--- src/rtl/tree_add_seq_if.sv ---
// Producer/consumer handshake bundle for tree_add_seq.
// The slave modport is the sequencer's view; master is the surrounding system.
interface tree_add_seq_if #(
    parameter int A_W = 4,
    parameter int C_W = 8
);
    // Operand side
    logic           in_valid;
    logic           in_ready;
    logic [A_W-1:0] a;
    logic [A_W-1:0] b;
    logic [C_W-1:0] c;
    logic [C_W-1:0] d;

    // Result side
    logic           out_valid;
    logic           out_ready;
    logic [A_W:0]   op1;
    logic [C_W:0]   op2;
    logic [C_W+1:0] sum;

    // Status
    logic           busy;
    logic [7:0]     done_cnt;

    modport slave (
        input  in_valid, a, b, c, d, out_ready,
        output in_ready, out_valid, op1, op2, sum, busy, done_cnt
    );

    modport master (
        output in_valid, a, b, c, d, out_ready,
        input  in_ready, out_valid, op1, op2, sum, busy, done_cnt
    );
endinterface

--- src/rtl/tree_add_seq.sv ---
// Two-level adder tree (a+b, c+d, then their sum) evaluated over three cycles
// on a single shared C_W+2 bit adder, with valid/ready on both sides and a
// wrapping count of results handed to the consumer.
module tree_add_seq #(
    parameter int A_W = 4,   // must not exceed C_W
    parameter int C_W = 8
) (
    input  logic          clk,
    input  logic          rst,
    tree_add_seq_if.slave bus
);

    typedef enum logic [2:0] {
        IDLE  = 3'd0,
        S_OP1 = 3'd1,
        S_OP2 = 3'd2,
        S_SUM = 3'd3,
        DONE  = 3'd4
    } state_t;

    state_t state_q, state_d;

    logic [A_W-1:0] a_q, a_d;
    logic [A_W-1:0] b_q, b_d;
    logic [C_W-1:0] c_q, c_d;
    logic [C_W-1:0] d_q, d_d;
    logic [A_W:0]   op1_q, op1_d;
    logic [C_W:0]   op2_q, op2_d;
    logic [C_W+1:0] sum_q, sum_d;
    logic [7:0]     done_cnt_q, done_cnt_d;

    // Shared adder operands and result; wide enough that no stage loses a carry.
    logic [C_W+1:0] add_x, add_y, add_r;

    logic accept;
    logic handoff;

    assign accept  = bus.in_valid && (state_q == IDLE);
    assign handoff = bus.out_ready && (state_q == DONE);

    // State register with synchronous reset to IDLE.
    always_ff @(posedge clk) begin
        // NOTE: sequential state uses non-blocking assignments so every register
        // samples the pre-edge values regardless of statement order.
        if (rst) begin
            state_q <= IDLE;
        end else begin
            state_q <= state_d;
        end
    end

    // Next-state logic: one adder stage per cycle, wait in DONE for the consumer.
    always_comb begin
        // NOTE: default assignment first so no path through the case leaves
        // state_d unassigned, which would infer a latch.
        state_d = state_q;
        unique case (state_q)
            IDLE:    if (accept)  state_d = S_OP1;
            S_OP1:   state_d = S_OP2;
            S_OP2:   state_d = S_SUM;
            S_SUM:   state_d = DONE;
            DONE:    if (handoff) state_d = IDLE;
            default: state_d = IDLE;
        endcase
    end

    // Handshake and status outputs decoded purely from the current state.
    always_comb begin
        bus.in_ready  = (state_q == IDLE);
        bus.out_valid = (state_q == DONE);
        bus.busy      = (state_q != IDLE);
    end

    // Adder operand mux: zero-extend whichever pair the current stage needs.
    always_comb begin
        add_x = '0;
        add_y = '0;
        unique case (state_q)
            S_OP1: begin
                add_x = {{(C_W+2-A_W){1'b0}}, a_q};
                add_y = {{(C_W+2-A_W){1'b0}}, b_q};
            end
            S_OP2: begin
                add_x = {2'b00, c_q};
                add_y = {2'b00, d_q};
            end
            S_SUM: begin
                add_x = {{(C_W+1-A_W){1'b0}}, op1_q};
                add_y = {1'b0, op2_q};
            end
            default: begin
                add_x = '0;
                add_y = '0;
            end
        endcase
    end

    // The single adder instance.
    assign add_r = add_x + add_y;

    // Datapath next values: capture operands on accept, one result per stage.
    always_comb begin
        a_d        = a_q;
        b_d        = b_q;
        c_d        = c_q;
        d_d        = d_q;
        op1_d      = op1_q;
        op2_d      = op2_q;
        sum_d      = sum_q;
        done_cnt_d = done_cnt_q;
        unique case (state_q)
            IDLE: begin
                if (accept) begin
                    a_d = bus.a;
                    b_d = bus.b;
                    c_d = bus.c;
                    d_d = bus.d;
                end
            end
            S_OP1:   op1_d = add_r[A_W:0];
            S_OP2:   op2_d = add_r[C_W:0];
            S_SUM:   sum_d = add_r;
            DONE:    if (handoff) done_cnt_d = done_cnt_q + 8'd1;
            default: ;
        endcase
    end

    // Datapath registers; reset discards any in-flight operation uncounted.
    always_ff @(posedge clk) begin
        if (rst) begin
            a_q        <= '0;
            b_q        <= '0;
            c_q        <= '0;
            d_q        <= '0;
            op1_q      <= '0;
            op2_q      <= '0;
            sum_q      <= '0;
            done_cnt_q <= '0;
        end else begin
            a_q        <= a_d;
            b_q        <= b_d;
            c_q        <= c_d;
            d_q        <= d_d;
            op1_q      <= op1_d;
            op2_q      <= op2_d;
            sum_q      <= sum_d;
            done_cnt_q <= done_cnt_d;
        end
    end

    assign bus.op1      = op1_q;
    assign bus.op2      = op2_q;
    assign bus.sum      = sum_q;
    assign bus.done_cnt = done_cnt_q;

endmodule

--- src/flat_wrapper.sv ---
// flat-port wrapper written by rule: the top's interface ports become plain ports
module tree_add_seq_flat 
#(
    parameter int A_W = 4,                         
    parameter int C_W = 8
)
  (clk, rst, bus_in_valid, bus_a, bus_b, bus_c, bus_d, bus_out_ready, bus_in_ready, bus_out_valid, bus_op1, bus_op2, bus_sum, bus_busy, bus_done_cnt);
  tree_add_seq_if #(.A_W(A_W), .C_W(C_W)) bus_i ();
  input  logic clk;
  input  logic rst;
  input wire logic [$bits(bus_i.in_valid)-1:0] bus_in_valid;
  input wire logic [$bits(bus_i.a)-1:0] bus_a;
  input wire logic [$bits(bus_i.b)-1:0] bus_b;
  input wire logic [$bits(bus_i.c)-1:0] bus_c;
  input wire logic [$bits(bus_i.d)-1:0] bus_d;
  input wire logic [$bits(bus_i.out_ready)-1:0] bus_out_ready;
  output wire logic [$bits(bus_i.in_ready)-1:0] bus_in_ready;
  output wire logic [$bits(bus_i.out_valid)-1:0] bus_out_valid;
  output wire logic [$bits(bus_i.op1)-1:0] bus_op1;
  output wire logic [$bits(bus_i.op2)-1:0] bus_op2;
  output wire logic [$bits(bus_i.sum)-1:0] bus_sum;
  output wire logic [$bits(bus_i.busy)-1:0] bus_busy;
  output wire logic [$bits(bus_i.done_cnt)-1:0] bus_done_cnt;
  assign bus_i.in_valid = bus_in_valid;
  assign bus_i.a = bus_a;
  assign bus_i.b = bus_b;
  assign bus_i.c = bus_c;
  assign bus_i.d = bus_d;
  assign bus_i.out_ready = bus_out_ready;
  assign bus_in_ready = bus_i.in_ready;
  assign bus_out_valid = bus_i.out_valid;
  assign bus_op1 = bus_i.op1;
  assign bus_op2 = bus_i.op2;
  assign bus_sum = bus_i.sum;
  assign bus_busy = bus_i.busy;
  assign bus_done_cnt = bus_i.done_cnt;
  tree_add_seq #(.A_W(A_W), .C_W(C_W)) u_core (.clk(clk), .rst(rst), .bus(bus_i));
endmodule
--- config.mk ---
export PLATFORM = sky130hd
export DESIGN_NAME = tree_add_seq_flat
export DESIGN_NICKNAME = d
export VERILOG_FILES = /design/src/rtl/tree_add_seq_if.sv /design/src/rtl/tree_add_seq.sv /design/src/flat_wrapper.sv
export SDC_FILE = /design/constraint.sdc
export NUM_CORES = 1
export LEC_CHECK = 0
export BUFFER_PORTS_ARGS = -buffer_cell sky130_fd_sc_hd__buf_2
export CAP_MARGIN = 5
export CORE_ASPECT_RATIO = 0.75
export CORE_MARGIN = 3
export CORE_UTILIZATION = 49
export CTS_CLUSTER_SIZE = 12
export DETAILED_ROUTE_END_ITERATION = 7
export PLACE_DENSITY = 0.76
export SYNTH_ARGS = -nofsm -noshare
export SYNTH_HDL_FRONTEND = slang
export SYNTH_SLANG_ARGS = --single-unit
--- constraint.sdc ---
create_clock -name clk -period 2.5 [get_ports clk]
set_input_delay 0.5 -clock clk [delete_from_list [all_inputs] [get_ports clk]]
set_output_delay 0.5 -clock clk [all_outputs]
set_load 0.01 [all_outputs]
==> reports/results.ini, run 1 <==
[status]
status=completed

[route]
dr.pass1.iters=4
ant_nets=0
drt-vias-per-instance=5.30
routedWlPerCell_um=14.5
post-route-drc-count=0
via_count=2627
wl_um=7180
first_iter_violations=171

[sta]
slew_viol_final=0
worst_slew_pin_slew_ns=1.11
rsz0062_at_grt=yes
fin_skew_ns=0.00771
fin_crit_sh_pct=99.8
finalCriticalPeriod_ns=2.50
finalSetupTns_ns=0
slew_headroom_pct=26.0
hold_viol=0
setup_ws_ns=0.00448
setup-violations-final=0
fmax_ghz=0.401

[floorplanning]
dieArea_um2=6730
start_util_pct=51.7
core.rowCount=23
fp.coreArea_um2=5470
die_x_um=93.7
ios=63
die_y_um=71.8

[place]
dpl_worst_slack_ns=-0.126
gp_congestion=0.854
dpl_cell_area_um2=3270
portBuffers=62
hpwlAfterDp_um=4990

[synthesis]
synth_cell_types=41
netlist_area_um2=2830
synth_fp_nets=378
synth_ff_type=dfxtp_1
synth_seq_cells=59
async_flop_share_pct=0
synth_edf_count=0
avgSynthCellArea_um2=8.32
synth-seq-area-share_pct=41.8
netlist_instances=340
yosys_warnings=0

[worst_setup_path]
start_kind=register
path_max_fanout=5
critical_path_class=register to register
required_ns=2.79
cp-end-kind=register
cp.arrival_ns=2.78

[layout]
fin_nets=454
final_common_cell=nand2_1
synthToLayoutAreaGrowth_pct=31.4
fin_area_um2=3720
nFillCells=485
layout_common_cells=nand2_1 (78), buf_2 (62), dfxtp_1 (57)
layout-drive-gt1-share_pct=33.5
antennaDiodeCount=0

[pwr]
p_sw_mw=0.571
ir_worst_vdd_mv=0.299
leakagePower_nw=1.66
power_density_nw_per_um2=618
seq_power_share_pct=43.9
pwr-share-clk_pct=43.1
combPwrFrac_pct=12.9
netSwitchingFraction_pct=24.8
p_int_mw=1.73

[cts]
cts_max_path_buffers=2
cts-root-buf=clkbuf_8
cts_sinks=59
cts_buffers=9
clk_pin_slew_ns=0.07
cts_tree=yes
clkLatencyLatePin_ns=0.34
ctsHtreeMaxLevel=3

[global_route]
grt_pass1_vias=2454
grt_pass1_wl_um=11800
globalRouteOverflowTotal=0
grt_max_degree=66
grt_usage_pct=22.3
antenna_found_initial=0

[min_path]
min_path_type=input pin to register

[run]
maxCapViolCount=0

## worst max-delay path, cell delays in order, from the launching register on
cell	delay [ns]
dfxtp_4	0.37
buf_8	0.13
mux2_4	0.19
a22oi_2	0.04
nor2_1	0.11
ha_2	0.20
inv_2	0.04
fa_2	0.34
nand2b_4	0.16
a21oi_4	0.18
a31oi_4	0.12
or4_1	0.47
nand3_1	0.08
## cells in the mapped netlist, types with 2 or more instances
| cell | number | area share, % |
|---|---|---|
| nand2b_1 | 2 | 0.44 |
| a211oi_1 | 5 | 1.3 |
| nand3_1 | 10 | 1.8 |
| inv_1 | 4 | 0.53 |
| clkbuf_1 | 12 | 1.6 |
| a22oi_1 | 6 | 1.6 |
| buf_2 | 6 | 1.1 |
| ha_1 | 9 | 4.0 |
| buf_4 | 4 | 1.1 |
| mux2_2 | 8 | 3.2 |
| o21ai_0 | 2 | 0.35 |
| nand4_1 | 2 | 0.44 |
| o211ai_1 | 2 | 0.53 |
| xor2_1 | 8 | 2.5 |
| a21oi_1 | 42 | 7.4 |
| a22o_1 | 5 | 1.5 |
| a21o_1 | 8 | 2.1 |
| and2_1 | 2 | 0.44 |
| and3_1 | 5 | 1.1 |
| dfxtp_1 | 59 | 42 |
| buf_6 | 2 | 0.80 |
| nor2_1 | 27 | 3.6 |
| nand2_1 | 78 | 10 |
| mux2i_1 | 5 | 1.8 |
| nand4b_1 | 3 | 0.93 |
| or4_1 | 3 | 0.80 |
| nand3b_1 | 4 | 1.1 |
| xnor2_1 | 3 | 0.93 |
| and4_1 | 2 | 0.62 |
## power by group through the flow
stage          sequential (mW)  combinational [mW]  clock (mW)
6_report                  1.01               0.297       0.991
5_1_grt                   1.01               0.330        1.04
4_1_cts                   1.01               0.267        1.01
3_5_place_dp              1.03               0.261           0
3_3_place_gp              1.03               0.257           0
2_1_floorplan             1.02               0.181           0
## stage by stage
stage                     hold WS, ns  power, mW  cells  util [%]
after global routing            0.383       2.39    496      68.0
after global placement          0.441       1.28    470      59.8
after floorplan                 0.432       1.20    340         -
after CTS                       0.377       2.28    488      64.9
after detailed placement        0.446       1.29    470      59.8
final                           0.393       2.30    496      68.0
## sequential cells by signal, indices dropped and copies added, names as in the netlist
name,cells
u_core.d_q,8
u_core.bus.op1,5
u_core.a_q,4
u_core.b_q,4
u_core.bus.sum,10
u_core.state_q,3
u_core.c_q,8
u_core.bus.op2,9
u_core.bus.done_cnt,8
## kinds of logic after synthesis
family / Yosys count / share of synthesized area, %
AND/OR/NAND/NOR: 145 / 24.0
AO/OA/AOI/OAI: 74 / 16.1
flip-flops: 59 / 41.8
buffers and inverters: 28 / 5.04
multiplexers: 13 / 4.96
XOR/XNOR: 11 / 3.41
adder cells (fa/ha/maj): 10 / 4.69
## cell type report
class	count	area [µm²]	share of cell area (%)
inverter	4	15.0	0.404
tap	75	93.8	2.53
clock buffer	12	155	4.18
multi-input combinational	253	1650	44.5
timing repair buffer	89	541	14.5
sequential	59	1190	31.9
clock inverter	4	72.6	1.95
## worst paths after layout
| check | slack, ns | cells after the start | start | to |
|---|---|---|---|---|
| worst min register to register | 0.46 | 2 | u_core.bus.sum[2]$_SDFFE_PP0N_ | u_core.bus.sum[2]$_SDFFE_PP0N_ |
| worst max-delay path | 0.004 | 12 | u_core.state_q[1]$_SDFFE_PP0P_ | u_core.bus.op2[6]$_SDFFE_PP0N_ |
| worst max register to register | 0.004 | 12 | u_core.state_q[1]$_SDFFE_PP0P_ | u_core.bus.op2[6]$_SDFFE_PP0N_ |
| worst min-delay path | 0.39 | 3 | bus_a[3] | u_core.a_q[3]$_SDFFE_PP0P_ |
## timing repair
action / in CTS / in global routing
setup buffers: 2 / 8
pin swaps: 1 / 7
resized for setup: 10 / 21
cloned: 0 / 0
endpoints found under the setup margin: 9 / 13
hold buffers: 0 / 0
## routing by layer
metal | track usage [%] | up-vias | routed length, µm
met5 | 0 | - | 0
met4 | 8.97 | 0 | 127
met3 | 6.19 | 13 | 472
met2 | 33.7 | 71 | 3150
met1 | 30.2 | 1220 | 3420
li1 | - | 1323 | -
Note: power is estimated with default switching activity, not from simulation.
==> inputs of run 2 (changes only) <==
ABC_AREA = 1   (was not set)
RECOVER_POWER = 100   (was not set)
==> reports/results.ini, run 2 <==
[status]
status=completed

[layout]
layout_common_cells=nand2_1 (84), inv_1 (77), dfxtp_1 (57)
finish.utilization_pct=62.1  ; -5.8 points
synthToLayoutAreaGrowth_pct=17.4
largest_register_ff_count=10  ; unchanged
final_common_cell=nand2_1
antennaDiodeCount=0  ; unchanged
layout-drive-gt1-share_pct=13.0  ; -21 points
fin_nets=526  ; +16%

[synthesis]
yosysTopAreaCell=dfxtp_1
synth_fp_nets=461  ; +22%
ys_top_cells_by_area=dfxtp_1 (40%), nand2_1 (10%), inv_1 (9.8%)
avgSynthCellArea_um2=6.99  ; -16%
async_flop_share_pct=0  ; unchanged
synth_edf_count=0  ; unchanged
post-synth-top-count-cell=nand2_1
synth_cell_types=32  ; -22%
netlist_area_um2=2960  ; +4.5%
synth_seq_cells=59  ; unchanged
synth_ff_type=dfxtp_1
yosysTopAreaCellShare_pct=40.0  ; -1.8 points
synthTopCellsByCount=nand2_1 (82), inv_1 (77), dfxtp_1 (59)
synth-seq-area-share_pct=40.0  ; -1.8 points
yosys_warnings=0  ; unchanged
netlist_instances=423  ; +24%

[pwr]
total_power_mw=2.18  ; -5.3%
leakagePower_nw=1.61  ; -3.3%
ir_worst_vdd_mv=0.395  ; +32%
power_density_nw_per_um2=627  ; +1.4%

[cts]
cts_buffers=9  ; unchanged
cts_setup_buffers=0  ; -2
clk_pin_slew_ns=0.06  ; about the same
cts_max_path_buffers=2  ; unchanged
cts_tree=yes
cts-root-buf=clkbuf_8
clkLatencyLatePin_ns=0.33  ; about the same
cts_sinks=59  ; unchanged
ctsHtreeMaxLevel=3  ; unchanged

[route]
routedWlPerCell_um=12.4  ; -14%
ant_nets=0  ; unchanged
dr.pass1.iters=4  ; unchanged
first_iter_violations=126  ; -26%
post-route-drc-count=0  ; unchanged
drt-vias-per-instance=4.99  ; -5.8%
via_count=2833  ; +7.8%
wl_um=7050  ; -1.8%

[floorplanning]
die_y_um=73.3  ; +2.0%
ios=63  ; unchanged
start_util_pct=52.9  ; +1.2 points
fp.coreArea_um2=5580  ; +2.1%
die_x_um=95.7  ; +2.1%
dieArea_um2=7010  ; +4.2%
core.rowCount=23  ; unchanged

[sta]
fin_crit_sh_pct=91.6  ; -8.2 points
hold_viol=0  ; unchanged
hold_slack_ns=0.433  ; +0.0407 ns
rsz0062_at_grt=no
slew_viol_final=0  ; unchanged
worst_slew_pin_slew_ns=1.14  ; +0.0331 ns
setup_ws_ns=0.209  ; +0.205 ns
fmax_ghz=0.436  ; +8.9%
slew_headroom_pct=23.6  ; -2.4 points
finalCriticalPeriod_ns=2.29  ; -0.205 ns
finalSetupTns_ns=0  ; unchanged
setup-violations-final=0  ; unchanged
fin_skew_ns=0.00342  ; -0.00430 ns

[worst_setup_path]
required_ns=2.73  ; -0.06 ns
critical_path_class=register to register
cp.arrival_ns=2.52  ; -0.26 ns
start_kind=register
cp-end-kind=register
path_max_fanout=4  ; -1

[global_route]
grt_max_degree=44  ; -33%
grt_pass1_vias=2593  ; +5.7%
globalRouteOverflowTotal=0  ; unchanged
antenna_found_initial=0  ; unchanged
grt_usage_pct=21.4  ; -0.93 points
grt_pass1_wl_um=11600  ; -1.5%

[place]
dpl_worst_slack_ns=0.159  ; +0.285 ns
hpwlAfterDp_um=5120  ; +2.7%
gp_congestion=0.852  ; -0.21%
portBuffers=62  ; unchanged

[min_path]
min_path_type=input pin to register

[run]
maxCapViolCount=0  ; unchanged

==> run 2: cell count changes in the layout (fill, tap and decap cells not counted), sizes merged, moves of 18 or more <==
cell	delta
buf	-51
clkbuf	+36
inv	+74
nand3	+18
o21ai	+30
==> run 2: repair_timing <==
action | in CTS | in global routing
resized for setup | 0 | 7
hold buffers | 0 | 0
setup endpoints to repair | 0 | 14
==> run 2: metrics by stage <==
step,cells,cell area [µm²]
floorplan,423,2960
global placement,552,3320
detailed placement,552,3320
CTS,568,3510
global route,568,3470
finish,568,3470
==> run 2: report_power, final <==
group	internal, mW	switching (mW)	total (mW)
combinational	0.117	0.203	0.320
sequential	1.01	0.0328	1.04
clock	0.467	0.347	0.814
==> run 2: final timing paths <==
path	start	to	slack [ns]	depth (start not counted)
setup / recovery	u_core.state_q[2]$_SDFFE_PP0P_	u_core.bus.sum[4]$_SDFFE_PP0N_	0.21	14
hold / removal	bus_a[3]	u_core.a_q[3]$_SDFFE_PP0P_	0.43	3
setup reg to reg	u_core.state_q[2]$_SDFFE_PP0P_	u_core.bus.sum[4]$_SDFFE_PP0N_	0.21	14
hold reg to reg	u_core.c_q[5]$_SDFFE_PP0P_	u_core.c_q[5]$_SDFFE_PP0P_	0.46	2
==> run 2: logic make-up (layout without fill, tap and decap cells) <==
| family | count (synthesis) | after routing | share of synthesized area, % |
|---|---|---|---|
| XOR/XNOR | 2 | 2 | 0.593 |
| flip-flops | 59 | 59 | 40.0 |
| AND/OR/NAND/NOR | 160 | 160 | 23.7 |
| adder cells (fa/ha/maj) | 10 | 10 | 4.49 |
| AO/OA/AOI/OAI | 95 | 95 | 17.3 |
| buffers and inverters | 97 | 167 | 14.0 |
==> run 2: worst max-delay path: stages (launching register included) <==
cell,delay [ns]
dfxtp_2,0.35
inv_1,0.09
nand3_1,0.17
o221ai_1,0.25
ha_1,0.22
inv_1,0.06
fa_1,0.41
inv_1,0.07
nand2_1,0.04
nand2_1,0.09
nand2_1,0.09
xor2_2,0.17
nand2_1,0.08
nand2_1,0.07
inv_1,0.04
==> run 2: final cells by class <==
| cell class | count | area [µm²] |
|---|---|---|
| clock buffer | 15 | 186 |
| multi-input combinational | 267 | 1360 |
| tap | 75 | 93.8 |
| sequential | 59 | 1180 |
| timing repair buffer | 71 | 340 |
| inverter | 80 | 302 |
| fill | 569 | 2110 |
| clock inverter | 1 | 5.00 |
==> run 2: metal layers <==
metal	global-route usage [%]	wire [µm]	vias up
li1	-	-	1476
met1	28.2	3300	1269
met2	33.7	3240	78
met3	5.94	416	10
met4	7.41	87	0
met5	0	0	-
==> inputs of run 3 (changes only) <==
--- a/constraint.sdc
+++ b/constraint.sdc
@@ -3,2 +3,2 @@
 set_output_delay 0.5 -clock clk [all_outputs]
-set_load 0.01 [all_outputs]
+set_load 0.1 [all_outputs]
==> reports/results.ini, run 3 (same netlist as run 2, synthesis figures left out) <==
[sta]
finalCriticalPeriod_ns=2.31  ; +0.0217 ns
slew_headroom_pct=21.0  ; -2.5 points
setup-violations-final=0  ; unchanged
fin_skew_ns=0.00643  ; +0.00301 ns
hold_viol=0  ; unchanged
finalSetupTns_ns=0  ; unchanged
setup_ws_ns=0.187  ; -0.0217 ns
fin_crit_sh_pct=92.5  ; +0.87 points
worst_slew_pin_slew_ns=1.19  ; +0.0455 ns
fmax_ghz=0.432  ; -0.94%
slew_viol_final=0  ; unchanged

[pwr]
leakagePower_nw=1.59  ; -0.80%
seq_power_share_pct=45.2  ; -2.7 points
pwr-share-clk_pct=31.7  ; -5.7 points
power_density_nw_per_um2=670  ; +6.8%
p_int_mw=1.50  ; -5.8%
ir_worst_vdd_mv=0.412  ; +4.1%
netSwitchingFraction_pct=34.8  ; +8.0 points
combPwrFrac_pct=23.1  ; +8.4 points
total_power_mw=2.30  ; +5.9%
p_sw_mw=0.802  ; +38%

[global_route]
grt_max_degree=44  ; unchanged
antenna_found_initial=0  ; unchanged
grt_pass1_vias=2598  ; +0.19%
globalRouteOverflowTotal=0  ; unchanged
grt_pass1_wl_um=11200  ; -3.1%
grt_usage_pct=21.0  ; -0.37 points

[min_path]
whs_path_depth=3  ; unchanged
min_path_type=input pin to register

[worst_setup_path]
required_ns=2.74  ; about the same
crit_chain=nor2_2 -> nand2_1 -> buf_4 -> nor2_1 -> nor3_2 -> inv_1 -> ha_1 -> nand2_1 -> nand2_1 -> nand3b_1 -> nand2_1 -> nand2_1 -> nand3_1 -> nand2_1 -> inv_1
cpPeakStageDelay_ns=0.40  ; about the same
cp-end-kind=register
critical_path_class=register to register
path_buf_inv=3  ; -1
critical_path_depth=15  ; +1
cpMostUsedCell=nand2_1
crit_family=simple AND/OR/NAND/NOR gates
cp.arrival_ns=2.56  ; +0.04 ns
start_kind=register
crit_slowest_cell=dfxtp_1
reg2regPathDepth=15  ; +1
path_max_fanout=21  ; +17

[route]
drt-vias-per-instance=4.99  ; about the same
first_iter_violations=128  ; +1.6%
dr.pass1.iters=4  ; unchanged
ant_nets=0  ; unchanged
wl_um=7020  ; -0.43%
routedWlPerCell_um=12.4  ; -0.43%
post-route-drc-count=0  ; unchanged
via_count=2835  ; +0.071%

[cts]
clk_pin_slew_ns=0.06  ; about the same
cts_buffers=9  ; unchanged
ctsHtreeMaxLevel=3  ; unchanged
cts_sinks=59  ; unchanged
cts-root-buf=clkbuf_8
postCtsHoldBufs=0  ; unchanged
cts_max_path_buffers=2  ; unchanged
cts_tree=yes
clkLatencyLatePin_ns=0.34  ; about the same

[place]
gp_congestion=0.885  ; +3.9%
dpl_worst_slack_ns=0.115  ; -0.0437 ns
portBuffers=62  ; unchanged
dpl_cell_area_um2=3320  ; about the same
hpwlAfterDp_um=5160  ; +0.64%

[layout]
multi_input_area_um2=1350  ; -0.37%
layout_common_cells=nand2_1 (84), inv_1 (76), dfxtp_1 (58)
fin_area_um2=3440  ; -0.90%
nFillCells=575  ; +1.1%
synthToLayoutAreaGrowth_pct=16.3
layout-drive-gt1-share_pct=13.0  ; unchanged
largest_register_ff_count=10  ; unchanged
antennaDiodeCount=0  ; unchanged
seq_area_um2=1180  ; -0.11%
final_common_cell=nand2_1
fin_nets=527  ; +0.19%

[floorplanning]
dieArea_um2=7010  ; unchanged
die_y_um=73.3  ; unchanged
die_x_um=95.7  ; unchanged
ios=63  ; unchanged
fp.coreArea_um2=5580  ; unchanged
start_util_pct=52.9  ; unchanged
core.rowCount=23  ; unchanged

[run]
maxCapViolCount=0  ; unchanged

[status]
status=completed

## run 3: changes by cell type in the layout (fill, tap and decap cells not counted), moves of 2 or more
cell      delta
clkbuf_2     +3
clkbuf_8     -3
buf_2        -2
clkinv_2     +2
## run 3: cell type report
type                            count  share of cell area (%)
Clock buffer                       12                    4.22
Timing Repair Buffer               72                    10.0
Sequential cell                    59                    34.4
Inverter                           80                    8.81
Tap cell                           75                    2.73
Clock inverter                      3                   0.437
Multi-Input combinational cell    267                    39.4
## run 3: worst min-delay path, stage by stage
cell,delay (ns)
buf_2,0.10
nand3_1,0.07
a21oi_1,0.06
## run 3: metal layers
layer / track usage, % / vias to the layer above / share of wire (%)
li1: - / 1480 / -
met1: 26.4 / 1266 / 45
met2: 34.1 / 79 / 47
met3: 8.19 / 10 / 6.2
met4: 4.89 / 0 / 1.2
met5: 0 / - / 0
## run 3: worst paths after layout
kind | startpoint | endpoint | slack (ns)
setup / recovery | u_core.state_q[0]$_SDFFE_PP0P_ | u_core.bus.sum[5]$_SDFFE_PP0N_ | 0.19
hold / removal | bus_a[3] | u_core.a_q[3]$_SDFFE_PP0P_ | 0.43
setup reg to reg | u_core.state_q[0]$_SDFFE_PP0P_ | u_core.bus.sum[5]$_SDFFE_PP0N_ | 0.19
hold reg to reg | u_core.c_q[5]$_SDFFE_PP0P_ | u_core.c_q[5]$_SDFFE_PP0P_ | 0.45
## run 3: metrics by stage
stage               hold WS (ns)  utilization, %  std cells
global placement           0.447            59.4        552
floorplan                  0.429               -        423
CTS                        0.420            62.3        567
finish                     0.431            61.6        568
global route               0.421            61.6        568
detailed placement         0.448            59.4        552
## run 3: power by group through the flow
stage	clock network (mW)	registers, mW	logic [mW]
4_1_cts	0.745	1.04	0.544
3_3_place_gp	0	1.06	0.537
2_1_floorplan	0	1.24	0.261
3_5_place_dp	0	1.06	0.542
5_1_grt	0.794	1.05	0.578
6_report	0.729	1.04	0.532
## run 3: repair_timing
action | in CTS | in global routing
gates resized for setup | 0 | 5
setup buffers | 0 | 1
hold endpoints to repair | 0 | 0
endpoints found under the setup margin | 0 | 15
